$ cat src/rtl/dmem_arbiter.sv
// Two-port (core, DMA) arbiter in front of a single-ported data memory.
// Core has priority under contention, but the DMA port is forced through after STARVE_LIMIT core wins.
module dmem_arbiter #(
    parameter int STARVE_LIMIT = 4,
    parameter int ADDR_BITS    = 7
) (
    input  logic        clk,
    input  logic        rst_n,
    input  logic        core_req,
    input  logic        core_we,
    input  logic [31:0] core_addr,
    input  logic [31:0] core_wdata,
    output logic        core_gnt,
    output logic        core_rvalid,
    output logic [31:0] core_rdata,
    input  logic        dma_req,
    input  logic        dma_we,
    input  logic [31:0] dma_addr,
    input  logic [31:0] dma_wdata,
    output logic        dma_gnt,
    output logic        dma_rvalid,
    output logic [31:0] dma_rdata,
    output logic [31:0] mem_addr,
    output logic        mem_we,
    output logic [31:0] mem_wd,
    input  logic [31:0] mem_rd,
    output logic        addr_err
);
    localparam int CW = $clog2(STARVE_LIMIT + 1);
    localparam logic [CW-1:0] LIMIT = CW'(STARVE_LIMIT);

    // Index 0 is the core port, index 1 the DMA port.
    logic [1:0]       req;
    logic [1:0]       we;
    logic [1:0]       gnt;
    logic [1:0]       in_range;
    logic [1:0][31:0] addr;
    logic [1:0][31:0] wdata;

    logic [CW-1:0] starve_cnt_reg;
    logic [CW-1:0] starve_cnt_next;
    logic          addr_err_reg;
    logic          dma_turn;

    assign req   = {dma_req, core_req};
    assign we    = {dma_we, core_we};
    assign addr  = {dma_addr, core_addr};
    assign wdata = {dma_wdata, core_wdata};

    assign dma_turn = (starve_cnt_reg >= LIMIT);

    // Grants are masked by reset so nothing reaches the memory while rst_n is low.
    assign gnt[0] = rst_n & req[0] & ~(req[1] & dma_turn);
    assign gnt[1] = rst_n & req[1] & (~req[0] | dma_turn);

    assign core_gnt = gnt[0];
    assign dma_gnt  = gnt[1];

    always_comb begin
        starve_cnt_next = starve_cnt_reg;
        if (gnt[1] || !req[1]) begin
            starve_cnt_next = '0;
        end else if (req[0] && gnt[0] && (starve_cnt_reg < LIMIT)) begin
            starve_cnt_next = starve_cnt_reg + 1'b1;
        end
    end

    always_comb begin
        mem_addr = '0;
        mem_wd   = '0;
        mem_we   = 1'b0;
        if (gnt[0]) begin
            mem_addr = addr[0];
            mem_wd   = wdata[0];
            mem_we   = we[0] & in_range[0];
        end else if (gnt[1]) begin
            mem_addr = addr[1];
            mem_wd   = wdata[1];
            mem_we   = we[1] & in_range[1];
        end
    end

    genvar gi;
    generate
        for (gi = 0; gi < 2; gi++) begin : g_port
            logic        rvalid_reg;
            logic [31:0] rdata_reg;

            assign in_range[gi] = ~|addr[gi][31:ADDR_BITS];

            // Out-of-range reads still complete, returning zero instead of memory data.
            always_ff @(posedge clk) begin
                if (!rst_n) begin
                    rvalid_reg <= 1'b0;
                    rdata_reg  <= '0;
                end else begin
                    rvalid_reg <= gnt[gi] & ~we[gi];
                    if (gnt[gi] && !we[gi]) begin
                        rdata_reg <= in_range[gi] ? mem_rd : 32'h0;
                    end
                end
            end
        end
    endgenerate

    always_ff @(posedge clk) begin
        if (!rst_n) begin
            starve_cnt_reg <= '0;
            addr_err_reg   <= 1'b0;
        end else begin
            starve_cnt_reg <= starve_cnt_next;
            addr_err_reg   <= |(gnt & ~in_range);
        end
    end

    assign core_rvalid = g_port[0].rvalid_reg;
    assign core_rdata  = g_port[0].rdata_reg;
    assign dma_rvalid  = g_port[1].rvalid_reg;
    assign dma_rdata   = g_port[1].rdata_reg;
    assign addr_err    = addr_err_reg;

endmodule

$ cat config.mk
export PLATFORM = sky130hd
export DESIGN_NAME = dmem_arbiter
export DESIGN_NICKNAME = d
export VERILOG_FILES = /design/src/rtl/dmem_arbiter.sv
export SDC_FILE = /design/constraint.sdc
export NUM_CORES = 1
export LEC_CHECK = 0
export ABC_AREA = 1
export CAP_MARGIN = 20
export CORE_AREA = 4 4 113 115
export DETAILED_ROUTE_END_ITERATION = 6
export DIE_AREA = 0 0 117 119
export GPL_TIMING_DRIVEN = 0
export PLACE_DENSITY = 0.76
export RECOVER_POWER = 25
export SLEW_MARGIN = 20
export SYNTH_ARGS = -nofsm -noshare
export SYNTH_HDL_FRONTEND = slang
export SYNTH_SLANG_ARGS = --single-unit
$ cat constraint.sdc
create_clock -name clk -period 2.1 [get_ports clk]
set_input_delay 0.525 -clock clk [delete_from_list [all_inputs] [get_ports clk]]
set_output_delay 0.525 -clock clk [all_outputs]
set_load 0.1 [all_outputs]
After elaboration in Yosys (flattened, before gate mapping)
Index checks and enable logic that the tools add are counted.
{"block": "totals", "regBits": 70, "input_bits": 166, "out_inout_bits": 134, "wordCells": 48}
{"block": "op_classes", "n_addsub": 1, "n_lt_le_gt_ge": 2, "n_mux": 8, "bitwise_logic": 17, "n_reduce_logical": 14}
{"cell": "two-way mux 32 bit", "n": 6}
{"cell": "OR reduction 25 bit", "n": 2}
{"cell": "AND 1 bit", "n": 9}
{"cell": "logical NOT 1 bit", "n": 5}
{"cell": "NOT 1 bit", "n": 5}
{"cell": "logical AND 1 bit", "n": 4}
{"cell": "OR reduction 2 bit", "n": 2}
{"cell": "adder 3 x 1 -> 3 bit (second input constant)", "n": 1}
{"cell": "greater-or-equal comparator 3 bit (second input constant)", "n": 1}
{"cell": "less-than comparator 3 bit (second input constant)", "n": 1}
{"cell": "AND 2 bit", "n": 1}
{"cell": "two-way mux 1 bit", "n": 2}
{"cell": "NOT 2 bit", "n": 1}
{"cell": "logical OR 1 bit", "n": 1}
{"cell": "bitwise OR 1 bit", "n": 1}

Logic depth before layout (Yosys ltp)
{"block": "logic_depth", "word_depth": 6, "ltp_mapped": 8, "mapped_depth_nobuf": 8}

Least setup slack after synthesis
OpenSTA, ideal clock, no wires.
{"block": "synth_path", "path_type": "input port to output port", "start": "input core_req", "end": "output mem_addr[16]", "required_ps": 1575, "path_buffers": 1, "slack_ps": -1371, "t_arrival_ps": 2946, "stages": 4, "cell_sequence": "nand2_1 nand3_2 buf_2 o21ai_0"}
{"block": "synth_via", "elab_chain_len": 5, "elab_cells_between_ends": 7, "cone_classes": "mux (2); bitwise (5)"}
{"element": "from (decl)", "line_no": "9", "text": "input logic core_req,"}
{"element": "NOT 1 bit", "line_no": "54", "text": "assign gnt[1] = rst_n & req[1] & (~req[0] | dma_turn);"}
{"element": "bitwise OR 1 bit", "line_no": "54"}
{"element": "AND 1 bit", "line_no": "54"}
{"element": "two-way mux 32 bit", "line_no": "76", "text": "end else if (gnt[1]) begin"}
{"element": "two-way mux 32 bit (*)", "line_no": "72", "text": "if (gnt[0]) begin"}
{"element": "to (decl)", "line_no": "23", "text": "output logic [31:0] mem_addr,"}
Every way passes the cells marked *; elsewhere a longest branch is shown, timed or not.

Worst setup path after layout
{"block": "layout_path", "start": "input dma_addr[15]", "end": "output mem_we"}
{"block": "layout_via", "elab_chain_len": 5}
{"element": "from (decl)", "line_no": "18", "text": "input logic [31:0] dma_addr,"}
{"element": "OR reduction 25 bit", "line_no": "89", "text": "assign in_range[gi] = ~|addr[gi][31:ADDR_BITS];"}
{"element": "logical NOT 1 bit", "line_no": "89"}
{"element": "AND 1 bit", "line_no": "79", "text": "mem_we = we[1] & in_range[1];"}
{"element": "two-way mux 1 bit", "line_no": "76"}
{"element": "two-way mux 1 bit", "line_no": "72"}
{"element": "to (decl)", "line_no": "24", "text": "output logic mem_we,"}
Every way passes these cells.

==> metrics.cfg <==
[grt]
grt_pass1_vias=5866
grt_use_total_pct=35.0
grt-ovfl-total=0
grt_start_max_net_pins=14
grt_pass1_wl_mm=36.4
antenna_found_initial=3

[synthesis]
yosys_register_bits=70
synth.distinct_cells=21
yosys_warnings=0
yosysSeqAreaShare_pct=38.7
syn_area_per_cell_sq_um=7.64
synth_cells=474
syn-num-nets=641
synth_area_sq_um=3620

[setup_path]
r2r_slack_ns=0.37
worstPathArrival_ns=1.75
endpoint_kind=output pin
worstPathRequired_ns=1.57
path_max_fanout=3
cp-start-kind=primary input
crit_type=primary input to output pin

[status]
violations=setup timing
status=finished with violations

[sta]
skew_ns=0.00788
tns_ns=-3.49
fin_ws_ns=-0.177
max_freq_ghz=0.439
worst_pin_slew_ns=1.06
finalMaxSlewViolations=0
finalCriticalPeriod_ns=2.28
hold_viol=0
holdWs_ns=0.433
setup_viol=42
timing.final.crit_share_pct=108
relSlewSlack_pct=29.8
rsz0062_at_grt=yes

[min_path]
holdCritPathClass=register to register

[routing]
postRouteAntennaNets=0
wl_mm=26.9
vias=5569
route.detailed.drc=0
firstDrtPassIters=5
wl_per_cell_um=26.6
vias_per_cell=5.51
first_iter_violations=344

[floorplan]
top_level_ports=300
die_y_um=119
fp-row-count=40
core_area_sq_um=11800
die-width_um=117
initial_core_util_pct=30.7
die_area_sq_um=13900

[layout]
fin_nets=1023
fill_cells=723
multi_input_comb_area_sq_um=2530
drive_gt1_share_pct=40.0
seqCellArea_sq_um=1400
fin_cells=1011
area.growth.synth_to_final_pct=157

[clocking]
clockBufferDepth=2
clockRootBuffer=clkbuf_16
htreeDepth=3
cts_buffers=9
clkTransAtPathRegs_ns=0.06
clock-sinks=70
clk_latency_ns=0.33
tritoncts=yes

[power]
ir_worst_vdd_mv=0.413
power_leakage_nw=4.13
power.density_nw_per_um2=592

[placement]
port_buffers=299
gp_congestion=1.02
placedCellCount=920
dpl.hpwl_mm=16.5
post-place-ws_ns=-1.65

[run]
maxCapViolCount=0

==> area by class of cell <==
class,instances,area share (%)
antenna,3,0.0806
clock buffer,10,2.46
timing repair buffer,379,46.8
multi-input combinational,316,27.1
inverter,41,1.85
tap,147,1.97
clock inverter,6,1.01
buffer,39,3.63
sequential,70,15.1
==> logic make-up (layout without fill, tap and decap cells) <==
group	count (synthesis)	after routing	synth area share [%]
adder cells (fa/ha/maj)	1	1	0.345
buffers and inverters	88	475	12.5
flip-flops	70	70	38.7
AO/OA/AOI/OAI	193	193	31.9
other	0	3	0
AND/OR/NAND/NOR	122	122	16.5
==> worst max-delay path, stage by stage <==
cell,delay (ns)
dlygate4sd2_1,0.27
nor2_2,0.15
nand3_2,0.16
nor2_4,0.17
nand4_1,0.17
nand2_4,0.12
buf_12,0.17
==> per-layer routing <==
metal | wire length (um) | part of all wire [%] | up-vias | global-route usage (%)
met5 | 0 | 0 | - | 0
met4 | 1820 | 6.7 | 0 | 19.3
met3 | 2800 | 10 | 111 | 12.4
met2 | 13100 | 49 | 369 | 58.6
met1 | 9210 | 34 | 2631 | 37.7
li1 | - | - | 2458 | -
==> placed cells by master (no fill, tap or decap), drive strengths merged <==
cell type      instances
clkdlybuf4s15         27
and2                   1
clkdlybuf4s50        112
buf                  181
diode                  3
dfxtp                 70
ha                     1
clkinvlp               1
clkinv                 2
clkbuf                23
dlymetal6s2s           4
inv                   42
nand4                  4
bufinv                 2
a22o                  45
o21ai                 67
dlygate4sd2           81
nand3                 69
o22ai                 17
nor2                  23
a21oi                 64
nand2                 25
==> stage by stage <==
stage | cell area [sq um] | util (%) | power (mW)
final | 9310 | 78.9 | 5.51
after global routing | 9310 | 78.9 | 5.63
after CTS | 9170 | 77.6 | 5.39
after detailed placement | 7110 | 60.2 | 3.37
after global placement | 7130 | 60.3 | 3.36
after floorplan | 3950 | - | 2.68
==> worst paths after layout <==
path | startpoint | endpoint | depth (start not counted)
worst max-delay path | dma_addr[15] | mem_we | 7
worst min register to register | starve_cnt_reg[0] | starve_cnt_reg[0] | 1
worst max register to register | starve_cnt_reg[2] | core_rdata[28] | 9
worst min-delay path | starve_cnt_reg[0] | starve_cnt_reg[0] | 1
==> report_power, final <==
| group | leakage [nW] | internal [mW] | switching [mW] |
|---|---|---|---|
| registers | 0.571 | 1.38 | 0.0306 |
| logic | 3.40 | 0.908 | 1.52 |
| clock network | 0.153 | 1.05 | 0.625 |
==> Yosys cell counts <==
master	n	share of area (%)
a21oi_1	64	8.8
a22o_1	45	11
and2_1	1	0.17
buf_2	15	2.1
buf_4	18	3.7
buf_6	5	1.6
clkbuf_1	9	0.93
dfxtp_1	70	39
ha_1	1	0.35
inv_1	40	4.1
inv_2	1	0.10
nand2_1	25	2.6
nand3_1	67	9.3
nand3_2	2	0.55
nand4_1	4	0.69
nor2_1	18	1.9
nor2_2	1	0.17
nor2_4	4	1.2
o21ai_0	44	6.1
o21ai_1	23	3.2
o22ai_1	17	2.9
==> timing repair <==
item	in CTS	in global routing
pin swaps	33	37
hold buffers	0	0
endpoints found under the setup margin	134	82
gates cloned	8	1
gates resized for setup	851	78
buffers inserted	61	11
Power figures use the tool's default switching activity.
